## config.mk

```make
export PLATFORM = sky130hd
export DESIGN_NAME = disp_wr_buffer
export DESIGN_NICKNAME = d
export VERILOG_FILES = /design/src/rtl/disp_pkg.sv /design/src/rtl/sync_fifo_mem.sv /design/src/rtl/disp_wr_buffer.sv
export SDC_FILE = /design/constraint.sdc
export NUM_CORES = 1
export LEC_CHECK = 0
export BUFFER_PORTS_ARGS = -buffer_cell sky130_fd_sc_hd__buf_2
export CAP_MARGIN = 20
export CORE_MARGIN = 3
export CORE_UTILIZATION = 39
export CTS_BUF_LIST = sky130_fd_sc_hd__clkbuf_2
export CTS_CLUSTER_SIZE = 14
export DETAILED_ROUTE_END_ITERATION = 10
export GPL_TIMING_DRIVEN = 0
export PLACE_DENSITY = 0.57
export SYNTH_ARGS = -nofsm -noshare
export SYNTH_HDL_FRONTEND = slang
export SYNTH_SLANG_ARGS = --single-unit
export TNS_END_PERCENT = 30
```

## constraint.sdc

```tcl
create_clock -name clkSYS -period 7.1 [get_ports clkSYS]
set_input_delay 0.71 -clock clkSYS [delete_from_list [all_inputs] [get_ports clkSYS]]
set_output_delay 0.71 -clock clkSYS [all_outputs]
set_load 0.01 [all_outputs]
```

## src/rtl/disp_pkg.sv

```systemverilog
// Shared display-path types and default bus widths for the drawing engines.
package disp_pkg;

   localparam int unsigned DISP_AN = 24;
   localparam int unsigned DISP_DN = 16;

   typedef enum logic {
      IDLE  = 1'b0,
      DRAIN = 1'b1
   } flush_state_t;

endpackage

```

## src/rtl/sync_fifo_mem.sv

```systemverilog
// Register-array FIFO storage: one write port, head read straight from the flops.
module sync_fifo_mem #(
   parameter int unsigned W  = 40,
   parameter int unsigned AW = 4
) (
   input  logic          clkSYS,
   input  logic          wr_en,
   input  logic [AW-1:0] wr_addr,
   input  logic [W-1:0]  wr_data,
   input  logic [AW-1:0] rd_addr,
   output logic [W-1:0]  rd_data
);

   localparam int unsigned DEPTH = 1 << AW;

   logic [W-1:0] mem [DEPTH];

   always_ff @(posedge clkSYS) begin
      if (wr_en) begin
         mem[wr_addr] <= wr_data;
      end
   end

   assign rd_data = mem[rd_addr];

endmodule

```

## src/rtl/disp_wr_buffer.sv

```systemverilog
// Posted-write FIFO between the drawing sequencer and the system memory arbiter,
// with a flush handshake that reports when every posted write has been consumed.
module disp_wr_buffer
   import disp_pkg::*;
#(
   parameter int unsigned AN         = DISP_AN,
   parameter int unsigned DN         = DISP_DN,
   parameter int unsigned DEPTH_LOG2 = 4
) (
   input  logic                  clkSYS,
   input  logic                  reset,
   input  logic [AN-1:0]         up_addr,
   input  logic [DN-1:0]         up_data,
   input  logic                  up_req,
   output logic                  up_ack,
   output logic [AN-1:0]         dn_addr,
   output logic [DN-1:0]         dn_data,
   output logic                  dn_req,
   input  logic                  dn_ack,
   input  logic                  flush,
   output logic                  flush_done,
   output logic                  empty,
   output logic [DEPTH_LOG2:0]   level,
   output logic [DEPTH_LOG2:0]   hwm
);

   localparam int unsigned PW = DEPTH_LOG2 + 1;
   localparam int unsigned EW = AN + DN;

   flush_state_t   state;
   logic [PW-1:0]  wr_ptr;
   logic [PW-1:0]  rd_ptr;
   logic [PW-1:0]  level_next;
   logic           full;
   logic           push;
   logic           pop;
   logic [EW-1:0]  head;

   // Extra wrap bit on each pointer distinguishes full from empty.
   assign empty = (wr_ptr == rd_ptr);
   assign full  = (wr_ptr[PW-1] != rd_ptr[PW-1]) &&
                  (wr_ptr[PW-2:0] == rd_ptr[PW-2:0]);
   assign level = wr_ptr - rd_ptr;

   assign up_ack = up_req & ~full & (state != DRAIN) & ~reset;
   assign push   = up_ack;
   assign pop    = ~empty & dn_ack;
   assign dn_req = ~empty;

   assign level_next = level + PW'(push) - PW'(pop);

   sync_fifo_mem #(
      .W  (EW),
      .AW (DEPTH_LOG2)
   ) u_mem (
      .clkSYS  (clkSYS),
      .wr_en   (push),
      .wr_addr (wr_ptr[DEPTH_LOG2-1:0]),
      .wr_data ({up_addr, up_data}),
      .rd_addr (rd_ptr[DEPTH_LOG2-1:0]),
      .rd_data (head)
   );

   assign {dn_addr, dn_data} = head;

   always_ff @(posedge clkSYS) begin
      if (reset) begin
         wr_ptr <= '0;
         rd_ptr <= '0;
      end else begin
         if (push) begin
            wr_ptr <= wr_ptr + PW'(1);
         end
         if (pop) begin
            rd_ptr <= rd_ptr + PW'(1);
         end
      end
   end

   // High-water mark only ever grows until reset.
   always_ff @(posedge clkSYS) begin
      if (reset) begin
         hwm <= '0;
      end else if (level_next > hwm) begin
         hwm <= level_next;
      end
   end

   // Flush: block new pushes until the FIFO has drained, then pulse flush_done.
   always_ff @(posedge clkSYS) begin
      if (reset) begin
         state      <= IDLE;
         flush_done <= 1'b0;
      end else begin
         flush_done <= 1'b0;
         case (state)
            IDLE: begin
               if (flush) begin
                  state <= DRAIN;
               end
            end
            DRAIN: begin
               if (empty) begin
                  state      <= IDLE;
                  flush_done <= 1'b1;
               end
            end
         endcase
      end
   end

endmodule

```

Yosys cells after proc, flatten, opt, wreduce, memory -nomap -nowiden --
Memory sizes are Yosys's and may differ from the RTL's. A register that Yosys moved wholly into a read port is not among the register bits. Index checks and enable logic that the tools add are counted.
Storage, ports and cells: bits in registers 17, latch bits 0, RAM bits 640, bits in read-only memories 0, input port bits 45, output and inout bits 54, logic and storage cells 33, memories 1
Memories:
- u_mem.mem | words 16, width 40, read ports 1, clocked after Yosys merged registers in 1, wr ports 1, line sync_fifo_mem.sv:16 | logic [W-1:0] mem [DEPTH];
Operators by class: add/subtract/negate cells 5, multiply operators 0, div/mod/pow operators 0, order comparisons 1, equal/unequal tests 3, shifts and indexed selects 0, mux-type cells 8, bitwise logic cells 8, reduce and logical (&&, ||, !) cells 2
Operators with widths (count):
- $add 5x1->5 const B | 2
- $mux 4 | 2
- $add 5x1->5 | 1
- $eq 5x5->1 | 1
- $gt 5x5->1 | 1
- $mux 1 | 5
- $sub 5x1->5 | 1
- $sub 5x5->5 | 1
- $and 1x1->1 | 4
- $eq 4x4->1 | 1
- $not 1->1 | 4
- $pmux 1 s2 | 1
- $reduce_or 2->1 | 1
- $logic_and 1x1->1 | 1
- $ne 1x1->1 | 1

Longest topological paths before layout --
Gate-level depths: netlist of the first run.
depth in word-level cells 9, mapped depth 19

By module --
A second synthesis of the first run with hierarchy kept.
Second synthesis, totals: cells, all modules 1137, area, all modules 25520.7 sq um
Modules (own cells, without submodules):
- sync_fifo_mem | times used 1, cells each 1000, area each 24330.8 sq um, seq. area each 19218.4 sq um
- disp_wr_buffer | times used 1, cells each 137, area each 1189.9 sq um, seq. area each 340.3 sq um

Worst setup path before layout of the first run --
No wires, ideal clock.
path kind register to register, start reg wr_ptr[0], end mem u_mem.mem[0][0] (enable), setup time 0.487 ns, arrival 4.634 ns, data required time 6.613 ns, path slack 1.979 ns, cell stages (with the launch flop) 7, path buffers 0, period minus slack after synthesis 5.121 ns, cells stage by stage dfxtp_1 -> inv_1 -> ha_1 -> and4_4 -> a2111oi_4 -> nand2_1 -> nor3_1
On the way: word-level cells in the longest chain between the ends 8
RTL lines:
- start, declared | line disp_wr_buffer.sv:31 | logic [PW-1:0] wr_ptr;
- start signal, assigned | line disp_wr_buffer.sv:72 | wr_ptr <= wr_ptr + PW'(1);
- $eq 4x4->1 | line disp_wr_buffer.sv:42 | (wr_ptr[PW-2:0] == rd_ptr[PW-2:0]);
- $logic_and 1x1->1 | line disp_wr_buffer.sv:41 | assign full = (wr_ptr[PW-1] != rd_ptr[PW-1]) &&
- $not 1->1 | line disp_wr_buffer.sv:45 | assign up_ack = up_req & ~full & (state != DRAIN) & ~reset;
- $and 1x1->1 (3 in series) | line disp_wr_buffer.sv:45
- net up_ack | line disp_wr_buffer.sv:15 | output logic up_ack,
- $mux 1 | line sync_fifo_mem.sv:19 | if (wr_en) begin
- $mux 1 (not written as such) | line sync_fifo_mem.sv:20 | mem[wr_addr] <= wr_data;
- end, declared | line sync_fifo_mem.sv:16
The timed path passes the listed nets, and every way through them passes these cells.

Worst setup path in the final report of the first run --
start reg wr_ptr[0], end reg hwm[4]
On the way: word-level cells in the longest chain between the ends 9
RTL lines:
- $eq 4x4->1 | line disp_wr_buffer.sv:42
- $logic_and 1x1->1 | line disp_wr_buffer.sv:41
- $not 1->1 | line disp_wr_buffer.sv:45
- $and 1x1->1 (3 in series) | line disp_wr_buffer.sv:45
- $add 5x1->5 | line disp_wr_buffer.sv:50 | assign level_next = level + PW'(push) - PW'(pop);
- $sub 5x1->5 * | line disp_wr_buffer.sv:50
- net level_next[4] | line disp_wr_buffer.sv:33 | logic [PW-1:0] level_next;
- $gt 5x5->1 | line disp_wr_buffer.sv:84 | end else if (level_next > hwm) begin
- end signal, assigned | line disp_wr_buffer.sv:85 | hwm <= level_next;
- end, declared | line disp_wr_buffer.sv:24 | output logic [DEPTH_LOG2:0] hwm
The timed path passes the listed nets; every way through them passes the cells marked *. A chain may end at the register's enable or synchronous reset.

==> flow_metrics.tcl, run 1 <==
set metrics [dict create \
    status "completed" \
    wl_per_cell_um 24.4 \
    post-place-ws_ns 1.82 \
    hpwl_mm 35.3 \
    syn-instance-count 1056 \
    worst_pin_slew_ns 1.04 \
    dieHeight_um 261 \
    cts_tree "done" \
    cts_sinks 661 \
    clk_latency_ns 1.30 \
    critical_path.endpoint "hwm[4]$_SDFFE_PP0N_" \
    synth_warnings 0 \
    regArea_mm2 0.0196 \
    peakVddDrop_uv 198 \
    synth_top_area_frac 0.759 \
    whs_ns 0.270 \
    clk_pin_slew_ns 0.11 \
    clockBufferDepth 3 \
    fill_cells 5359 \
    power_density_mw_per_mm2 271 \
    wl_mm 58.1 \
    grt.total_usage 0.176 \
    drtIter0Drc 737 \
    cts_hold_buf 45 \
    grt_overflow 0 \
    relSlewSlack 0.306 \
    seq_area_frac_synth 0.776 \
    port_buffers 98 \
    worst_slack_ns 1.78 \
    fin_skew_ns 0.0864 \
    grt_pass1_vias 13300 \
    finalHoldViolCount 0 \
    drc_errors 0 \
    netlist_area_mm2 0.0253 \
    postRouteAntennaNets 0 \
    reg2reg_to "hwm[4]$_SDFFE_PP0N_" \
    routed_via_density 5.15 \
    placed_area_mm2 0.0277 \
    worstPathArrival_ns 6.53 \
    maxCapViolations 0 \
    start_util 0.398 \
    critPathCaptureType "flop" \
    fin_crit_sh 0.750 \
    grt_pass1_wl_mm 84.6 \
    start_kind "flop" \
    synth_top_cell_by_area "edfxtp_1" \
    io_pins 99 \
    cts_resized 0 \
    htree_levels 4 \
    synth_area_leaders "edfxtp_1 76%, mux4_2 18%, dfxtp_1 1.7%" \
    multi_input_area_mm2 0.00550 \
    cts_buffers 165 \
    grt_max_degree 22 \
    max_freq_mhz 188 \
    path_max_fanout 10 \
    setup_viol 0 \
    route.vias.total 12300 \
    fin_nets 1475 \
    syn_area_per_cell_um2 24.0 \
    required_ns 8.31 \
    synthesis.nets 1121 \
    syn2layout_area_growth_pct 17.2 \
    rows 92 \
    drive_above_1_share 0.416 \
    slew_violations 0 \
    reg2reg_depth 18 \
    design_area_mm2 0.0297 \
    gp_congestion 0.732 \
    reg2reg_from "wr_ptr[0]$_SDFFE_PP0P_" \
    worstSetupPathType "reg -> reg" \
    rsz0062_at_grt "no" \
    cts_setup_buffers 0 \
    core_area_mm2 0.0637 \
    synth-seq-cells 661 \
    dieArea_mm2 0.0680 \
    firstDrtPassIters 4 \
    leakagePower_nw 9.63 \
    die_w_um 261 \
    synth_cell_types 35 \
    fin_crit_ns 5.32 \
    r2r_slack_ns 1.78 \
    hold_class "in -> reg" \
    startpoint "wr_ptr[0]$_SDFFE_PP0P_" \
    antenna_found_initial 4 \
    cts_root_buf "clkbuf_2" \
]
layer usage:
layer / track usage / up-vias / wire length [µm]
li1: - / 5332 / -
met1: 0.218 / 6458 / 23500
met2: 0.295 / 401 / 29800
met3: 0.0537 / 91 / 3530
met4: 0.0595 / 2 / 1250
met5: 0 / - / 13
flip-flops by register name, summed over array words and instances, names as in the netlist, named ones only:
register,flops
state,1
rd_ptr,5
wr_ptr,5
u_mem.mem,640
hwm,5
flush_done,1
cell type report:
type	count	share of cell area
sequential	661	0.662
multi-input combinational	323	0.185
timing repair buffer	187	0.0553
clock buffer	241	0.0406
tap	846	0.0357
clock inverter	49	0.0113
buffer	49	0.00700
inverter	23	0.00291
antenna	5	0.000421
Yosys cell counts:
master     number
edfxtp_1      640
mux4_2        200
nor2_1         33
clkbuf_1       28
inv_1          23
dfxtp_1        21
ha_1           18
buf_2          16
xnor2_1        10
a21oi_1         8
nand2_1         8
xor2_1          5
a211oi_1        4
and3_1          4
buf_1           4
nor3_1          4
mux2i_1         3
nand2b_1        3
nand4_1         3
o21ai_0         3
fa_1            2
nor2b_1         2
or3_1           2
a2111oi_4       1
a21o_1          1
a32oi_1         1
and4_4          1
buf_4           1
nand2_4         1
nand3_1         1
nand3b_1        1
o2111ai_1       1
o211a_1         1
o311ai_0        1
or2_2           1
cell usage in the layout (no fill, tap or decap), types with 4 or more instances in the layout:
master	count
ha_1	18
buf_2	114
buf_4	6
dfxtp_1	21
a21oi_1	8
xnor2_1	10
buf_1	4
diode_2	5
inv_2	6
nor3_2	4
nor2_4	12
bufinv_16	5
buf_16	4
inv_1	23
mux4_2	200
a211oi_1	4
buf_12	17
nand2_1	8
buf_6	15
clkbuf_1	28
clkinv_1	32
edfxtp_1	640
dlygate4sd3_1	45
clkbuf_2	241
and3_1	4
xor2_1	5
nor2_1	21
worst min-delay path by stage:
| stage | slack, ns | depth (start not counted) | from | to |
|---|---|---|---|---|
| floorplan | 0.49 | 2 | wr_ptr[4]$_SDFFE_PP0P_ | wr_ptr[4]$_SDFFE_PP0P_ |
| global placement | 0.50 | 2 | hwm[2]$_SDFFE_PP0N_ | hwm[2]$_SDFFE_PP0N_ |
| detailed placement | 0.52 | 2 | hwm[2]$_SDFFE_PP0N_ | hwm[2]$_SDFFE_PP0N_ |
| CTS | 0.08 | 3 | reset | hwm[4]$_SDFFE_PP0N_ |
| global route | 0.14 | 3 | reset | hwm[4]$_SDFFE_PP0N_ |
| finish | 0.27 | 3 | reset | hwm[4]$_SDFFE_PP0N_ |
metrics by stage:
stage	TNS, ns	total power [mW]	util	instances
global route	0	8.47	0.466	2382
finish	0	8.04	0.466	2384
floorplan	0	5.19	-	1056
global placement	-345.27	5.52	0.422	2000
CTS	0	8.16	0.466	2377
detailed placement	0	5.55	0.435	2042
report_power, final:
group          switching [mW]  total (mW)  internal (mW)
logic                   0.591        1.14          0.551
registers              0.0153        4.32           4.30
clock network            1.49        2.58           1.09
cells by family (layout without fill, tap and decap cells):
| group | after synthesis | after routing | synth area share |
|---|---|---|---|
| multiplexers | 203 | 203 | 0.179 |
| other | 0 | 5 | 0 |
| buffers and inverters | 72 | 549 | 0.0116 |
| adder cells (fa/ha/maj) | 20 | 20 | 0.0105 |
| XOR/XNOR | 15 | 15 | 0.00519 |
| AO/OA/AOI/OAI | 21 | 21 | 0.00618 |
| flip-flops | 661 | 661 | 0.776 |
| AND/OR/NAND/NOR | 64 | 64 | 0.0120 |
worst max-delay path: stages (launching register included):
cell and delay (ns):
dfxtp_1 0.44, inv_1 0.12, ha_1 0.35, and4_4 0.19, a2111oi_4 0.77, ha_1 0.30, inv_1 0.07, fa_1 0.46
nor2b_1 0.12, o21ai_0 0.12, a211oi_1 0.33, or2_2 0.19, xnor2_1 0.07, ha_1 0.34, and3_1 0.19, o21ai_0 0.09
a32oi_1 0.66, nand2b_1 0.10, o311ai_0 0.30
Power figures use the tool's default switching activity.
==> run 2: changes to the inputs <==
--- a/config.mk
+++ b/config.mk
@@ -13,7 +13,7 @@
 export CTS_CLUSTER_SIZE = 14
 export DETAILED_ROUTE_END_ITERATION = 10
 export GPL_TIMING_DRIVEN = 0
-export PLACE_DENSITY = 0.57
+export PLACE_DENSITY = 0.59
 export SYNTH_ARGS = -nofsm -noshare
 export SYNTH_HDL_FRONTEND = slang
 export SYNTH_SLANG_ARGS = --single-unit
==> constraint.sdc (replaced) <==
create_clock -name clkSYS -period 4.4 [get_ports clkSYS]
set_input_delay 0.44 -clock clkSYS [delete_from_list [all_inputs] [get_ports clkSYS]]
set_output_delay 0.44 -clock clkSYS [all_outputs]
set_load 0.01 [all_outputs]
==> flow_metrics.tcl, run 2 (synthesis gave the netlist of run 1 again) <==
set metrics [dict create \
    status "completed" \
    final_cell_count_no_fill 2414 \
    p_switching_mw 3.37 \
    wl_mm 59.6 \
    regMostFlops "u_mem.mem" \
    required_ns 5.58 \
    tns_ns 0 \
    worst_pin_slew_ns 1.01 \
    holdPathStages 2 \
    clockBufferDepth 3 \
    power_frac_clock 0.300 \
    finalHoldViolCount 0 \
    drtIter0Drc 1006 \
    leakagePower_nw 9.95 \
    cts_sinks 661 \
    die_w_um 261 \
    hold_class "in -> reg" \
    rsz0062_at_grt "yes" \
    combPwrFrac 0.162 \
    hpwl_mm 35.6 \
    rows 92 \
    dieHeight_um 261 \
    start_kind "flop" \
    cts_root_buf "clkbuf_2" \
    fin_nets 1529 \
    setup_viol 0 \
    postRouteAntennaNets 0 \
    grt_pass1_vias 13600 \
    grt_overflow 0 \
    grt_max_degree 22 \
    relSlewSlack 0.330 \
    fin_crit_ns 4.20 \
    power_density_mw_per_mm2 425 \
    firstDrtPassIters 5 \
    grt.total_usage 0.181 \
    grt_pass1_wl_mm 87.0 \
    wl_per_cell_um 24.7 \
    p_int_mw 9.61 \
    port_buffers 98 \
    utilization 0.479 \
    reg2reg_depth 18 \
    maxCapViolations 0 \
    mostFrequentLayoutCells "640 x edfxtp_1, 247 x clkbuf_2, 200 x mux4_2" \
    largest_reg_flops 640 \
    clk_latency_ns 1.26 \
    fin_crit_sh 0.954 \
    switching_share 0.260 \
    io_pins 99 \
    max_freq_mhz 238 \
    whs_ns 0.219 \
    clk_pin_slew_ns 0.12 \
    worstSetupPathType "reg -> reg" \
    htree_levels 4 \
    seq_power_share 0.538 \
    path_max_fanout 8 \
    route.vias.total 12500 \
    mostFrequentLayoutCell "edfxtp_1" \
    antenna_found_initial 2 \
    peakVddDrop_uv 472 \
    total_power_mw 13.0 \
    fin_skew_ns 0.0679 \
    dieArea_mm2 0.0680 \
    drc_errors 0 \
    routed_via_density 5.19 \
    drive_above_1_share 0.434 \
    start_util 0.398 \
    cts_tree "done" \
    cts_buffers 165 \
    slew_violations 0 \
    dp.cells 2046 \
    critPathCaptureType "flop" \
    gp_congestion 0.729 \
    core_area_mm2 0.0637 \
    syn2layout_area_growth_pct 20.4 \
    worstPathArrival_ns 5.38 \
]
[run 2: changes by cell type in the layout (fill, tap and decap cells not counted), sizes merged]
cell / before / now
dlygate4sd3: 45 / 92
clkinv: 35 / 20
buf: 163 / 172
clkbuf: 269 / 265
diode: 5 / 2
bufinv: 5 / 3
clkinvlp: 3 / 1
[run 2: final cells by class]
class                   instances  area, µm²
plain buffers                  47        273
multi-input cells             323       5640
fillers                      5313      33200
well taps                     846       1060
inverters                      23       86.3
clock buffers                 239       1200
repair buffers                243       2390
diodes                          2       5.00
flip-flops and latches        661      19600
clock inverters                30        196
[run 2: through the flow]
| step | setup slack, ns | instance area [µm²] |
|---|---|---|
| 2_1_floorplan | -0.719 | 25300 |
| 3_5_place_dp | -0.723 | 27900 |
| 3_3_place_gp | -5.20 | 26900 |
| 4_1_cts | 0.0179 | 30400 |
| 6_report | 0.204 | 30500 |
| 5_1_grt | -0.0480 | 30500 |
[run 2: power groups by stage]
stage               combinational (mW)  clock [mW]  sequential, mW
CTS                               1.97        4.04            6.98
global placement                  1.80           0            7.12
finish                            2.10        3.89            6.98
global route                      2.28        4.39            6.99
floorplan                         1.25           0            7.12
detailed placement                1.85           0            7.11
[run 2: layer usage]
metal / vias to the layer above / global-route usage / wire [µm] / part of all wire
met5: - / 0 / 0 / 0
met4: 0 / 0.0423 / 727 / 0.012
met3: 72 / 0.0547 / 4030 / 0.068
met2: 435 / 0.307 / 30800 / 0.52
met1: 6596 / 0.229 / 24100 / 0.40
li1: 5415 / - / - / -
[run 2: repair_timing]
action / 4_1_cts / 5_1_grt
hold endpoints to repair: 730 / 0
gates resized for setup: 47 / 21
setup endpoints to repair: 45 / 25
hold buffers: 92 / 0
buffers inserted: 2 / 3
pin swaps: 4 / 7
cloned: 0 / 0
[run 2: worst paths after layout]
path	from	end	slack [ns]
hold / removal	up_addr[22]	u_mem.mem[6][38]$_DFFE_PP_	0.22
setup / recovery	rd_ptr[2]$_SDFFE_PP0P_	hwm[4]$_SDFFE_PP0N_	0.20
setup reg to reg	rd_ptr[2]$_SDFFE_PP0P_	hwm[4]$_SDFFE_PP0N_	0.20
hold reg to reg	hwm[1]$_SDFFE_PP0N_	hwm[1]$_SDFFE_PP0N_	0.52
[run 2: critical path, cell delays in order, from the launching register on]
cell,delay (ns)
dfxtp_2,0.36
inv_2,0.06
ha_4,0.26
and4_4,0.22
a2111oi_4,0.38
ha_2,0.25
inv_1,0.06
fa_2,0.40
nor2b_2,0.13
o21ai_2,0.07
o211a_1,0.13
or2_4,0.24
xnor2_1,0.13
ha_1,0.34
and3_1,0.20
a211oi_2,0.29
a32oi_4,0.15
or3_1,0.36
o311ai_2,0.07
